--- config.mk ---
export PLATFORM = sky130hd
export DESIGN_NAME = seq_divider_flat
export DESIGN_NICKNAME = d
export VERILOG_FILES = /design/src/rtl/seq_divider_pkg.sv /design/src/rtl/seq_divider_if.sv /design/src/rtl/seq_divider_step.sv /design/src/rtl/seq_divider.sv /design/src/flat_wrapper.sv
export SDC_FILE = /design/constraint.sdc
export NUM_CORES = 1
export LEC_CHECK = 0
export ABC_AREA = 1
export BUFFER_PORTS_ARGS = -buffer_cell sky130_fd_sc_hd__buf_2
export CAP_MARGIN = 5
export CORE_MARGIN = 4
export CORE_UTILIZATION = 35
export DETAILED_ROUTE_END_ITERATION = 10
export GPL_ROUTABILITY_DRIVEN = 0
export SLEW_MARGIN = 20
export SYNTH_ARGS = -nofsm -noshare
export SYNTH_HDL_FRONTEND = slang
export SYNTH_HIERARCHICAL = 1
export SYNTH_SLANG_ARGS = --single-unit
export TNS_END_PERCENT = 10
--- constraint.sdc ---
create_clock -name clk -period 1.8 [get_ports clk]
set_input_delay 0.45 -clock clk [delete_from_list [all_inputs] [get_ports clk]]
set_output_delay 0.45 -clock clk [all_outputs]
set_load 0.005 [all_outputs]
--- src/rtl/seq_divider_pkg.sv ---
//------------------------------------------------------------------------------
// div_pkg : shared types and constants for the seq_divider restoring divider.
// Rev 1.0 : initial release
//------------------------------------------------------------------------------
`default_nettype none

package div_pkg;

  localparam int DW_DEFAULT = 16;

  typedef enum logic [1:0] {
    IDLE = 2'd0,
    BUSY = 2'd1,
    DONE = 2'd2
  } div_state_t;

  function automatic int iter_cnt(input int dw);
    return 2 * dw;
  endfunction

endpackage

`default_nettype wire

--- src/rtl/seq_divider_if.sv ---
//------------------------------------------------------------------------------
// seq_divider_if : operand/result handshake bundle of the sequential divider.
// Rev 1.0 : initial release
//------------------------------------------------------------------------------
`default_nettype none

interface seq_divider_if import div_pkg::*; #(
  parameter int DW = DW_DEFAULT
);

  logic              in_valid;
  logic              in_ready;
  logic [2*DW-1:0]   dividend;
  logic [DW-1:0]     divisor;
  logic              out_valid;
  logic              out_ready;
  logic [DW-1:0]     quotient;
  logic [DW-1:0]     remainder;
  logic              err;

  modport master (
    output in_valid, dividend, divisor, out_ready,
    input  in_ready, out_valid, quotient, remainder, err
  );

  modport slave (
    input  in_valid, dividend, divisor, out_ready,
    output in_ready, out_valid, quotient, remainder, err
  );

endinterface

`default_nettype wire

--- src/rtl/seq_divider_step.sv ---
//------------------------------------------------------------------------------
// div_step : one combinational restoring-division step (shift in a bit, try subtract).
// Rev 1.0 : initial release
//------------------------------------------------------------------------------
`default_nettype none

module div_step import div_pkg::*; #(
  parameter int DW = DW_DEFAULT
) (
  input  wire logic [DW-1:0] i_rem,
  input  wire logic          i_bit,
  input  wire logic [DW-1:0] i_divisor,
  output logic      [DW-1:0] o_rem,
  output logic               o_qbit
);

  logic [DW:0] w_pr;

  assign w_pr   = {i_rem, i_bit};
  assign o_qbit = (w_pr >= {1'b0, i_divisor});
  // Difference always fits DW bits when the subtract is taken (pr < 2*divisor).
  assign o_rem  = o_qbit ? DW'(w_pr - {1'b0, i_divisor}) : w_pr[DW-1:0];

endmodule

`default_nettype wire

--- src/rtl/seq_divider.sv ---
//------------------------------------------------------------------------------
// seq_divider : iterative unsigned restoring divider, 2*DW / DW -> DW quotient + remainder.
// Optional macro DIV_ERR_CHECK_EN enables the divide-by-zero/overflow fast path and err flag.
// Rev 1.0 : initial release
//------------------------------------------------------------------------------
`default_nettype none

module seq_divider import div_pkg::*; #(
  parameter int DW = DW_DEFAULT
) (
  input  wire logic   clk,
  input  wire logic   rst,
  seq_divider_if.slave bus
);

  localparam int C_NSTEP = iter_cnt(DW);
  localparam int C_CW    = $clog2(C_NSTEP + 1);

  div_state_t       r_state;
  div_state_t       w_next;
  logic [C_CW-1:0]  r_cnt;
  logic [2*DW-1:0]  r_dvd;
  logic [DW-1:0]    r_div;
  logic [DW-1:0]    r_rem;
  logic [DW-1:0]    r_qsh;
  logic [DW-1:0]    r_quotient;
  logic [DW-1:0]    r_remainder;
  logic [DW-1:0]    w_rem_nx;
  logic             w_qbit;
  logic             w_accept;
  logic             w_last;
  logic             w_fast;

  assign w_accept = bus.in_valid && (r_state == IDLE);
  assign w_last   = (r_state == BUSY) && (r_cnt == C_CW'(1));

`ifdef DIV_ERR_CHECK_EN
  assign w_fast = (bus.divisor == '0) || (bus.dividend[2*DW-1:DW] >= bus.divisor);
`else
  assign w_fast = 1'b0;
`endif

  div_step #(.DW(DW)) u_step (
    .i_rem     (r_rem),
    .i_bit     (r_dvd[2*DW-1]),
    .i_divisor (r_div),
    .o_rem     (w_rem_nx),
    .o_qbit    (w_qbit)
  );

  always_ff @(posedge clk or negedge rst) begin
    if (!rst) r_state <= IDLE;
    else      r_state <= w_next;
  end

  always_comb begin
    w_next = r_state;
    case (r_state)
      IDLE:    if (w_accept) w_next = w_fast ? DONE : BUSY;
      BUSY:    if (w_last) w_next = DONE;
      DONE:    if (bus.out_ready) w_next = IDLE;
      default: w_next = IDLE;
    endcase
  end

  always_comb begin
    bus.in_ready  = (r_state == IDLE);
    bus.out_valid = (r_state == DONE);
  end

  // Dividend shifts out MSB first; quotient bits shift in from the LSB so only the low DW survive.
  always_ff @(posedge clk or negedge rst) begin
    if (!rst) begin
      r_cnt       <= '0;
      r_dvd       <= '0;
      r_div       <= '0;
      r_rem       <= '0;
      r_qsh       <= '0;
      r_quotient  <= '0;
      r_remainder <= '0;
    end else begin
      if (w_accept) begin
        r_dvd <= bus.dividend;
        r_div <= bus.divisor;
        r_rem <= '0;
        r_qsh <= '0;
        r_cnt <= C_CW'(C_NSTEP);
        if (w_fast) begin
          r_quotient  <= '1;
          r_remainder <= (bus.divisor == '0) ? bus.dividend[DW-1:0] : '0;
        end
      end else if (r_state == BUSY) begin
        r_dvd <= {r_dvd[2*DW-2:0], 1'b0};
        r_rem <= w_rem_nx;
        r_qsh <= {r_qsh[DW-2:0], w_qbit};
        r_cnt <= r_cnt - C_CW'(1);
      end
      if (w_last) begin
        r_quotient  <= {r_qsh[DW-2:0], w_qbit};
        r_remainder <= w_rem_nx;
      end
    end
  end

`ifdef DIV_ERR_CHECK_EN
  logic r_err;

  always_ff @(posedge clk or negedge rst) begin
    if (!rst)                   r_err <= 1'b0;
    else if (w_accept && w_fast) r_err <= 1'b1;
    else if (w_last)            r_err <= 1'b0;
  end

  assign bus.err = r_err;
`else
  assign bus.err = 1'b0;
`endif

  assign bus.quotient  = r_quotient;
  assign bus.remainder = r_remainder;

endmodule

`default_nettype wire

--- src/flat_wrapper.sv ---
// flat-port wrapper written by rule: the top's interface ports become plain ports
module seq_divider_flat import div_pkg::*;
#(
  parameter int DW = DW_DEFAULT
)
  (clk, rst, bus_in_valid, bus_dividend, bus_divisor, bus_out_ready, bus_in_ready, bus_out_valid, bus_quotient, bus_remainder, bus_err);
  seq_divider_if #(.DW(DW)) bus_i ();
  input  wire logic clk;
  input  wire logic rst;
  input wire logic [$bits(bus_i.in_valid)-1:0] bus_in_valid;
  input wire logic [$bits(bus_i.dividend)-1:0] bus_dividend;
  input wire logic [$bits(bus_i.divisor)-1:0] bus_divisor;
  input wire logic [$bits(bus_i.out_ready)-1:0] bus_out_ready;
  output wire logic [$bits(bus_i.in_ready)-1:0] bus_in_ready;
  output wire logic [$bits(bus_i.out_valid)-1:0] bus_out_valid;
  output wire logic [$bits(bus_i.quotient)-1:0] bus_quotient;
  output wire logic [$bits(bus_i.remainder)-1:0] bus_remainder;
  output wire logic [$bits(bus_i.err)-1:0] bus_err;
  assign bus_i.in_valid = bus_in_valid;
  assign bus_i.dividend = bus_dividend;
  assign bus_i.divisor = bus_divisor;
  assign bus_i.out_ready = bus_out_ready;
  assign bus_in_ready = bus_i.in_ready;
  assign bus_out_valid = bus_i.out_valid;
  assign bus_quotient = bus_i.quotient;
  assign bus_remainder = bus_i.remainder;
  assign bus_err = bus_i.err;
  seq_divider #(.DW(DW)) u_core (.clk(clk), .rst(rst), .bus(bus_i));
endmodule
==> results of run 1 <==
power breakdown:
group	internal [mW]	switching, mW	total, mW
clock	2.24	1.17	3.41
sequential	3.94	0.757	4.69
combinational	5.50	6.63	12.1
total	11.7	8.56	20.2
stage by stage:
stage	hold WS (ns)	cell area, µm²
after CTS	0.187	8270
after global routing	0.194	8490
after detailed placement	0.319	7440
final	0.206	8490
after global placement	0.324	7440
after floorplan	0.154	6300
cells by family after synthesis:
family                   after synthesis
adder cells (fa/ha/maj)               19
flip-flops                           119
buffers and inverters                117
XOR/XNOR                               6
other                                  1
AND/OR/NAND/NOR                      518
AO/OA/AOI/OAI                         35
critical path: cells and delay by family (launching register included):
kind	cells	cell delay, ns
adders and majority gates	1	0.31
and+or+nand+nor	10	0.91
buffers and inverters	2	0.19
DFF	1	0.42
state kept, by name (all words and copies together) (netlist names):
register              count
u_core/bus.remainder     16
u_core/r_state            2
u_core/r_qsh             15
u_core/r_cnt              6
u_core/r_rem             16
u_core/bus.quotient      16
u_core/r_dvd             32
u_core/r_div             16
repair_timing:
action	CTS	global route
setup endpoints to repair	34	34
hold buffers	1	0
endpoints found under the hold margin	9	0
resized for setup	49	58
pin swaps	27	29
setup buffers	8	3
cell type report:
| type | count | area, µm² | area share (%) |
|---|---|---|---|
| Multi-Input combinational cell | 579 | 3140 | 36.9 |
| Sequential cell | 119 | 2980 | 35.1 |
| Timing Repair Buffer | 171 | 1180 | 13.9 |
| Clock buffer | 23 | 468 | 5.51 |
| Inverter | 84 | 318 | 3.74 |
| Tap cell | 225 | 282 | 3.32 |
| Clock inverter | 8 | 123 | 1.44 |
metal layers:
metal | vias up | GRT usage [%] | share of wire (%)
met5 | - | 0 | 0
met4 | 0 | 4.33 | 0.43
met3 | 4 | 4.27 | 4.3
met2 | 96 | 27.0 | 48
met1 | 2544 | 23.3 | 48
li1 | 2844 | - | -
worst max-delay path by stage:
stage / end / slack, ns / cells past startpoint
floorplan: u_core/bus.remainder[13] / 0.01 / 13
global placement: u_core/bus.remainder[14] / -0.16 / 13
detailed placement: u_core/bus.remainder[14] / -0.15 / 13
CTS: u_core/bus.remainder[15] / -0.06 / 15
global route: u_core/r_rem[13] / -0.26 / 13
finish: u_core/bus.remainder[13] / -0.14 / 13
placed cells by master, fill, tap and decap left out, drive strengths merged, types with 2 or more instances in the layout:
cell type	n
nand2	393
nand3	84
clkinv	2
dfrtp	119
ha	18
nor3	2
nor2	29
nand3b	2
xor2	5
clkinvlp	3
o22ai	14
and2	2
clkbuf	23
bufinv	3
nand4	5
o21ai	7
a21oi	12
buf	170
inv	84
==> results.tsv, run 1 <==
stage	metric	value	unit
setup_path	timing.rr.start	u_core/r_rem[10]	
yosys	synth_compound_area_share	3.20	%
die	die_area	19800	µm²
timing	rsz0062_at_grt	yes	
timing	setup_tns	-3.86	ns
global_routing	antenna_found_initial	0	
clocking	cts_buffers	17	
clocking	path_clk_slew	0.06	ns
layout	num-nets-final	1043	
routing	drtIter0Drc	310	
min_path	hp-class	input pin to register	
layout	area_delta_synth_final	37.4	%
setup_path	crit_fanout	6	
timing	fin_crit_sh	108	%
placement	io_buffers	85	
min_path	hold_path.startpoint	bus_out_ready	
run_status	status	finished, violations left	
yosys	yosys.area.top_type	dfrtp_1	
routing	dr_total_vias	5488	
die	chipHeight	141	µm
timing	setup_viol	34	
timing	hold_viol	0	
yosys	synth_area	6170	µm²
routing	firstDrtPassIters	4	
routing	viasPerCell	4.54	
setup_path	r2r_end	u_core/bus.remainder[13]	
clocking	clock_sinks	119	
setup_path	required	2.10	ns
layout	fill_cells	1710	
global_routing	grt_pass1_wl	27.1	mm
yosys	synth_top_family_by_area	simple AND/OR/NAND/NOR gates	
min_path	hold_path_depth	2	
die	pin_count	87	
setup_path	max_stage_delay	0.42	ns
setup_path	cpMaxStageDelayCell	dfrtp_1	
yosys	synth_area_per_cell	7.58	µm²
clocking	tritoncts	built	
placement	dpl_worst_slack	-0.146	ns
yosys	yosysSeqAreaShare	48.2	%
run_status	violations	negative setup slack	
setup_path	arrival	2.24	ns
power_and_ir_drop	power.density	2380	nW/µm²
layout	fin_cells	1209	
setup_path	crit_path_start_kind	register	
yosys	synth_edf_count	0	
setup_path	crit_top_cell	nand2_1	
clocking	root_buffer	clkbuf_16	
power_and_ir_drop	power	20.2	mW
yosys	syn-num-nets	886	
layout	final_util	49.1	%
placement	hpwl	11.4	mm
global_routing	grt_pass1_vias	5505	
die	die_w	141	µm
setup_path	reg2reg_depth	13	
setup_path	cp_cell_sequence	ha_4 > nand2_1 > nor2_2 > nand2_1 > nor2_1 > nor2_2 > nand2_4 > inv_4 > buf_6 > nand2_1 > nand2_2 > nand3_1 > nand2_1	
die	coreArea	17300	µm²
routing	drcViolationCount	0	
layout	diodes	0	
power_and_ir_drop	p_leak	4.56	nW
yosys	ys_seq_elements	119	
routing	wl	16.1	mm
timing	worst_slack	-0.139	ns
placement	dp.cells	1166	
yosys	synthTopCellsByCount	nand2_1, dfrtp_1, inv_1, nand3_1, nor2_1	
timing	drv_slew	0	
yosys	async_flop_share	100	%
die	rows	48	
yosys	ys_warn_count	6	
yosys	synth-xor-area-share	0.851	%
setup_path	crit_start	u_core/r_rem[10]	
setup_path	regToRegSetupSlack	-0.14	ns
die	start_util	35.7	%
clocking	clockBufferDepth	2	
setup_path	crit_path_end_kind	register	
routing	ant_nets	0	
timing	finalCriticalPeriod	1.94	ns
yosys	yosysMostFrequentCell	nand2_1	
global_routing	track_usage	17.0	%
yosys	synth_ff_type	dfrtp_1	
setup_path	crit_type	register to register	
min_path	holdPathEnd	u_core/r_state[1]	
yosys	synth_mux_area_share	0	%
timing	skew	0.0121	ns
global_routing	overflow	0	
yosys	synth_simple_gate_area_share	35.2	%
routing	wire_per_inst	13.3	µm
clocking	ctsHtreeMaxLevel	4	
run	drv_cap	0	
yosys	yosysTopAreaCellShare	48.2	%
yosys	ys_types	31	
yosys	synth_cells	815	
power_and_ir_drop	irDropWorstVdd	1.02	mV
layout	drive_gt1_share	32.8	%
timing	timing.fmax	516	MHz
clocking	clk_latency	0.42	ns
global_routing	grt_max_degree	75	
yosys	synthTopCellsByArea	dfrtp_1, nand2_1, nand3_1	
yosys	synthAdderAreaFrac	3.97	%
Power figures use the tool's default switching activity.
==> inputs of run 2 (changes only) <==
- clock period: 1.8 -> 1.9 ns (I/O delays scaled with it)
==> run 2 against run 1 <==
Critical path type unchanged. The flow still finishes with violations (negative setup slack). Largest cell class unchanged. Register-to-register slack gained 0.04 ns. Highest routed layer unchanged. Design area shrank 2.3%. Sequential cell count stayed put. Hold slack worse by 0.19 ns. Non-clock buffer count shrank 15.
==> results.tsv, run 2 (same netlist as run 1, synthesis figures left out) <==
stage	metric	value	unit	change
setup_path	max_stage_delay	0.42	ns	about the same
clocking	clockBufferDepth	2		unchanged
setup_path	crit_path_start_kind	register		
placement	io_buffers	85		unchanged
routing	ant_nets	0		unchanged
layout	area_delta_synth_final	34.3	%	
die	coreArea	17300	µm²	unchanged
routing	drcViolationCount	0		unchanged
power_and_ir_drop	p_leak	4.48	nW	-1.9%
routing	viasPerCell	4.67		+2.9%
setup_path	crit_family	simple AND/OR/NAND/NOR gates		
setup_path	cpMaxStageDelayCell	dfrtp_1		
routing	drtIter0Drc	295		-4.8%
global_routing	antenna_found_initial	0		unchanged
timing	fin_crit_sh	105	%	-2.7 points
clocking	tritoncts	built		
placement	dp.cells	1157		-0.77%
global_routing	grt_pass1_vias	5536		+0.56%
routing	firstDrtPassIters	5		+1
global_routing	grt_max_degree	51		-32%
global_routing	grt_pass1_wl	27.1	mm	about the same
run_status	violations	negative setup slack		
power_and_ir_drop	power.density	2260	nW/µm²	-5.3%
timing	rsz0062_at_grt	yes		
global_routing	track_usage	17.0	%	+0.057 points
setup_path	crit_type	register to register		
placement	hpwl	11.6	mm	+1.2%
clocking	root_buffer	clkbuf_16		
setup_path	regToRegSetupSlack	-0.1	ns	+0.04 ns
timing	skew	0.0104	ns	-0.00168 ns
placement	dpl_worst_slack	-0.263	ns	-0.117 ns
die	chipHeight	141	µm	unchanged
layout	largest_reg_flops	32		unchanged
layout	num-nets-final	1028		-1.4%
power_and_ir_drop	irDropWorstVdd	1.25	mV	+23%
min_path	hp-class	input pin to asynchronous set/reset pin		
routing	wire_per_inst	13.9	µm	+4.6%
routing	dr_total_vias	5583		+1.7%
layout	regMostFlops	u_core/r_dvd		
power_and_ir_drop	power	18.7	mW	-7.4%
setup_path	cp_cell_sequence	ha_4 > a21oi_4 > nor2_1 > nor2_1 > nand2_1 > nor2_2 > nand2_4 > inv_4 > buf_6 > nand2_1 > nand2_2 > nand3_1 > nand2_1		
layout	drive_gt1_share	29.6	%	-3.2 points
setup_path	crit_path_end_kind	register		
layout	fin_cells	1195		-1.2%
timing	slew_headroom	44.9	%	
run_status	status	finished, violations left		
layout	final_common_cell	nand2_1		
clocking	hold_buffers	0		-1
run	drv_cap	0		unchanged
clocking	clock_sinks	119		unchanged
die	start_util	35.7	%	unchanged
layout	diodes	0		unchanged
routing	wl	16.6	mm	+3.4%
clocking	path_clk_slew	0.06	ns	about the same
timing	finalCriticalPeriod	2.00	ns	+0.0566 ns
global_routing	overflow	0		unchanged
clocking	cts_buffers	17		unchanged
die	pin_count	87		unchanged
timing	tightest_slew	0.825	ns	
timing	setup_tns	-1.93	ns	+1.93 ns
setup_path	arrival	2.35	ns	+0.11 ns
clocking	ctsHtreeMaxLevel	4		unchanged
die	rows	48		unchanged
die	die_area	19800	µm²	unchanged
timing	drv_slew	0		unchanged
timing	worst_slack	-0.0958	ns	+0.0434 ns
clocking	clk_latency	0.42	ns	about the same
layout	layout_common_cells	nand2_1, dfrtp_1, buf_2		
die	die_w	141	µm	unchanged
setup_path	crit_fanout	6		unchanged
setup_path	crit_top_cell	nand2_1		
timing	hold_viol	0		unchanged
setup_path	required	2.25	ns	+0.15 ns
setup_path	worst-path-buf-inv	2		unchanged
timing	setup_viol	32		-5.9%
timing	timing.fmax	501	MHz	-2.8%
[run 2: area by class of cell]
cell class	instances	area [µm²]
fill	1710	9010
sequential	119	2980
clock inverter	13	166
multi-input combinational	579	3030
inverter	84	318
timing repair buffer	156	1070
clock buffer	19	453
tap	225	282
[run 2: worst paths after layout]
| path | start | to | cells past startpoint |
|---|---|---|---|
| hold / removal | rst | u_core/r_rem[1] | 1 |
| min in group clk | bus_out_ready | u_core/r_state[1] | 2 |
| hold reg to reg | u_core/bus.quotient[5] | u_core/bus.quotient[5] | 2 |
| setup reg to reg | u_core/r_rem[13] | u_core/bus.remainder[14] | 13 |
| max in group asynchronous | rst | u_core/r_dvd[21] | 2 |
| setup / recovery | u_core/r_rem[13] | u_core/bus.remainder[14] | 13 |
[run 2: timing repair]
action / in CTS / in global routing
gates cloned: 0 / 1
setup buffers: 3 / 2
endpoints found under the setup margin: 34 / 33
pin swaps: 21 / 37
resized for setup: 42 / 41
hold endpoints to repair: 0 / 0
[run 2: where the power goes]
group / total (mW) / internal, mW / switching (mW)
combinational: 10.9 / 4.82 / 6.09
sequential: 4.45 / 3.73 / 0.729
clock: 3.37 / 2.14 / 1.23
[run 2: metal layers]
layer / up-vias / share of wire (%) / global-route usage, %
met5: - / 0 / 0
met4: 0 / 2.3 / 6.07
met3: 29 / 4.2 / 4.88
met2: 119 / 48 / 27.2
met1: 2614 / 46 / 22.1
li1: 2821 / - / -
[run 2: metrics by stage]
stage / cell area [µm²] / hold WS [ns] / util (%)
2_1_floorplan: 6170 / 0.179 / -
3_3_place_gp: 7230 / 0.449 / 41.8
5_1_grt: 8290 / 0.0413 / 47.9
6_report: 8290 / 0.0147 / 47.9
4_1_cts: 8110 / 0.0213 / 46.9
3_5_place_dp: 7230 / 0.453 / 41.8
==> inputs of run 3 (changes only) <==
- SETUP_SLACK_MARGIN: default -> 0.3
- clock period: 1.9 -> 2.5 ns (I/O delays scaled with it)
==> run 3 against run 2 <==
The run now ends clean. Clock-buffer cell count up 4. Hold slack better by 0.016 ns. Fmax is 4.3% lower. Non-clock buffer count fell by 58. Final cell count decreased by 5.0%. Global-route usage fell by 0.98 points. Largest power group unchanged. Routed wire length shrank 7.7%. Sequential power down 24%. Highest routed layer unchanged.
==> results.tsv, run 3 (same netlist as run 1, synthesis figures left out) <==
stage	metric	value	unit	change
run_status	status	completed		
power_and_ir_drop	internal_power	6.77	mW	-37%
routing	ant_nets	0		unchanged
layout	fin_cells	1135		-5.0%
setup_path	crit_fanout	3		-3
clocking	clk_latency	0.42	ns	about the same
timing	drv_slew	0		unchanged
timing	finalCriticalPeriod	2.09	ns	+0.0906 ns
die	die_w	141	µm	unchanged
setup_path	cp.depth	13		unchanged
layout	final_common_cell	nand2_1		
setup_path	crit_type	register to register		
setup_path	crit_path_end_kind	register		
timing	setup_tns	0	ns	+1.93 ns
run	drv_cap	0		unchanged
timing	rsz0062_at_grt	no		
layout	stdcell_area	7530	µm²	-9.2%
global_routing	grt_max_degree	82		+61%
power_and_ir_drop	p_sw	5.30	mW	-34%
setup_path	crit_top_cell	nand2_1		
timing	setup_viol	0		-100%
timing	tightest_slew	0.754	ns	-0.0711 ns
routing	wl_met2	7.30	mm	-8.0%
placement	placed_area	6850	µm²	-5.2%
layout	fill_cells	1793		+4.9%
placement	dp.cells	1105		-4.5%
power_and_ir_drop	combPwrFrac	53.0	%	-5.2 points
timing	slew_headroom	49.5	%	+4.6 points
clocking	ctsHtreeMaxLevel	4		unchanged
setup_path	worst-path-buf-inv	2		unchanged
routing	dr_wl_met3	610	µm	-13%
clocking	clockBufferDepth	2		unchanged
routing	wl	15.4	mm	-7.7%
setup_path	reg2reg_depth	13		unchanged
setup_path	crit_path_start_kind	register		
placement	dpl_worst_slack	0.421	ns	+0.684 ns
timing	timing.fmax	479	MHz	-4.3%
setup_path	cp_cell_sequence	inv_1 > ha_1 > fa_1 > inv_1 > nand2_1 > nand2_1 > nand2_1 > nand2_1 > nand2_1 > nand3_2 > nand2_1 > nand3_1 > nand2_1		
routing	wire_per_inst	13.5	µm	-2.9%
die	coreArea	17300	µm²	unchanged
power_and_ir_drop	power.density	1600	nW/µm²	-29%
routing	drcViolationCount	0		unchanged
power_and_ir_drop	pwr-share-seq	28.0	%	+4.2 points
clocking	tritoncts	built		
layout	drive_gt1_share	19.1	%	-10 points
timing	fin_crit_sh	83.5	%	-22 points
routing	drtIter0Drc	249		-16%
global_routing	antenna_found_initial	0		unchanged
routing	wl_met1	7.33	mm	-3.8%
clocking	clock_sinks	119		unchanged
global_routing	grt_pass1_vias	5074		-8.3%
routing	dr_total_vias	5242		-6.1%
layout	diodes	0		unchanged
power_and_ir_drop	netSwitchingFraction	43.9	%	+0.94 points
clocking	root_buffer	clkbuf_16		
layout	final_util	43.5	%	-4.4 points
min_path	hp-class	input pin to asynchronous set/reset pin		
layout	area_delta_synth_final	22.0	%	
timing	skew	0.0100	ns	-0.000362 ns
die	die_area	19800	µm²	unchanged
global_routing	grt_pass1_wl	25.6	mm	-5.6%
setup_path	cpMaxStageDelayCell	fa_1		
power_and_ir_drop	p_leak	4.13	nW	-7.8%
setup_path	arrival	2.38	ns	+0.03 ns
die	chipHeight	141	µm	unchanged
placement	hpwl	10.5	mm	-9.4%
clocking	cts_buffers	17		unchanged
layout	largest_reg_flops	32		unchanged
die	rows	48		unchanged
timing	hold_viol	0		unchanged
die	pin_count	87		unchanged
routing	highest_layer	met4		
setup_path	max_stage_delay	0.45	ns	+0.03 ns
die	start_util	35.7	%	unchanged
clocking	path_clk_slew	0.05	ns	about the same
setup_path	required	2.79	ns	+0.54 ns
layout	layout_common_cells	nand2_1, dfrtp_1, buf_2		
timing	worst_slack	0.414	ns	+0.509 ns
power_and_ir_drop	irDropWorstVdd	0.676	mV	-46%
layout	num-nets-final	970		-5.6%
setup_path	crit_family	simple AND/OR/NAND/NOR gates		
routing	firstDrtPassIters	6		+1
placement	io_buffers	85		unchanged
power_and_ir_drop	clkPwrFrac	19.0	%	+1.0 points
global_routing	track_usage	16.1	%	-0.98 points
global_routing	overflow	0		unchanged
clocking	hold_buffers	0		unchanged
layout	regMostFlops	u_core/r_dvd		
routing	viasPerCell	4.62		-1.1%
==> run 3: changes by cell type in the layout (fill, tap and decap cells not counted), sizes merged <==
cell / delta
buf: -57
bufinv: -2
clkbuf: +3
inv: -4
==> run 3: path summary, 6_finish.rpt <==
check	slack, ns	end	from
worst max-delay path	0.41	u_core/bus.remainder[14]	u_core/r_dvd[31]
worst min-delay path	0.03	u_core/r_dvd[15]	rst
worst max register to register	0.41	u_core/bus.remainder[14]	u_core/r_dvd[31]
worst min register to register	0.46	u_core/bus.quotient[7]	u_core/bus.quotient[7]
max in group asynchronous	1.91	u_core/bus.remainder[13]	rst
min in group clk	0.38	u_core/r_state[1]	bus_out_ready
==> run 3: through the flow <==
| step | hold slack, ns | power, mW |
|---|---|---|
| after floorplan | 0.329 | 7.90 |
| after global placement | 0.451 | 9.47 |
| after detailed placement | 0.456 | 9.50 |
| after CTS | 0.0163 | 11.9 |
| after global routing | 0.0166 | 13.2 |
| final | 0.0312 | 12.1 |
==> run 3: cell type report <==
cell class                      count  area [µm²]  area share [%]
Inverter                           84         315            4.19
Tap cell                          225         282            3.74
Multi-Input combinational cell    579        2800            37.1
Clock buffer                       23         488            6.48
Timing Repair Buffer               98         601            7.97
Clock inverter                      7        71.3           0.947
Sequential cell                   119        2980            39.5
==> run 3: power by group through the flow <==
| stage | logic (mW) | clock network [mW] | registers (mW) |
|---|---|---|---|
| floorplan | 4.63 | 0 | 3.27 |
| global placement | 6.11 | 0 | 3.36 |
| detailed placement | 6.13 | 0 | 3.37 |
| CTS | 6.18 | 2.35 | 3.36 |
| global route | 7.28 | 2.45 | 3.50 |
| finish | 6.39 | 2.29 | 3.38 |
==> run 3: timing repair <==
action	4_1_cts	5_1_grt
setup buffers	0	0
hold endpoints to repair	0	0
gates resized for setup	0	16
endpoints found under the setup margin	0	18
==> run 3: routing by layer <==
metal,global-route usage [%],vias to the layer above
met1,22.0,2428
met5,0,-
li1,-,2701
met3,4.07,14
met2,25.6,99
met4,4.08,0
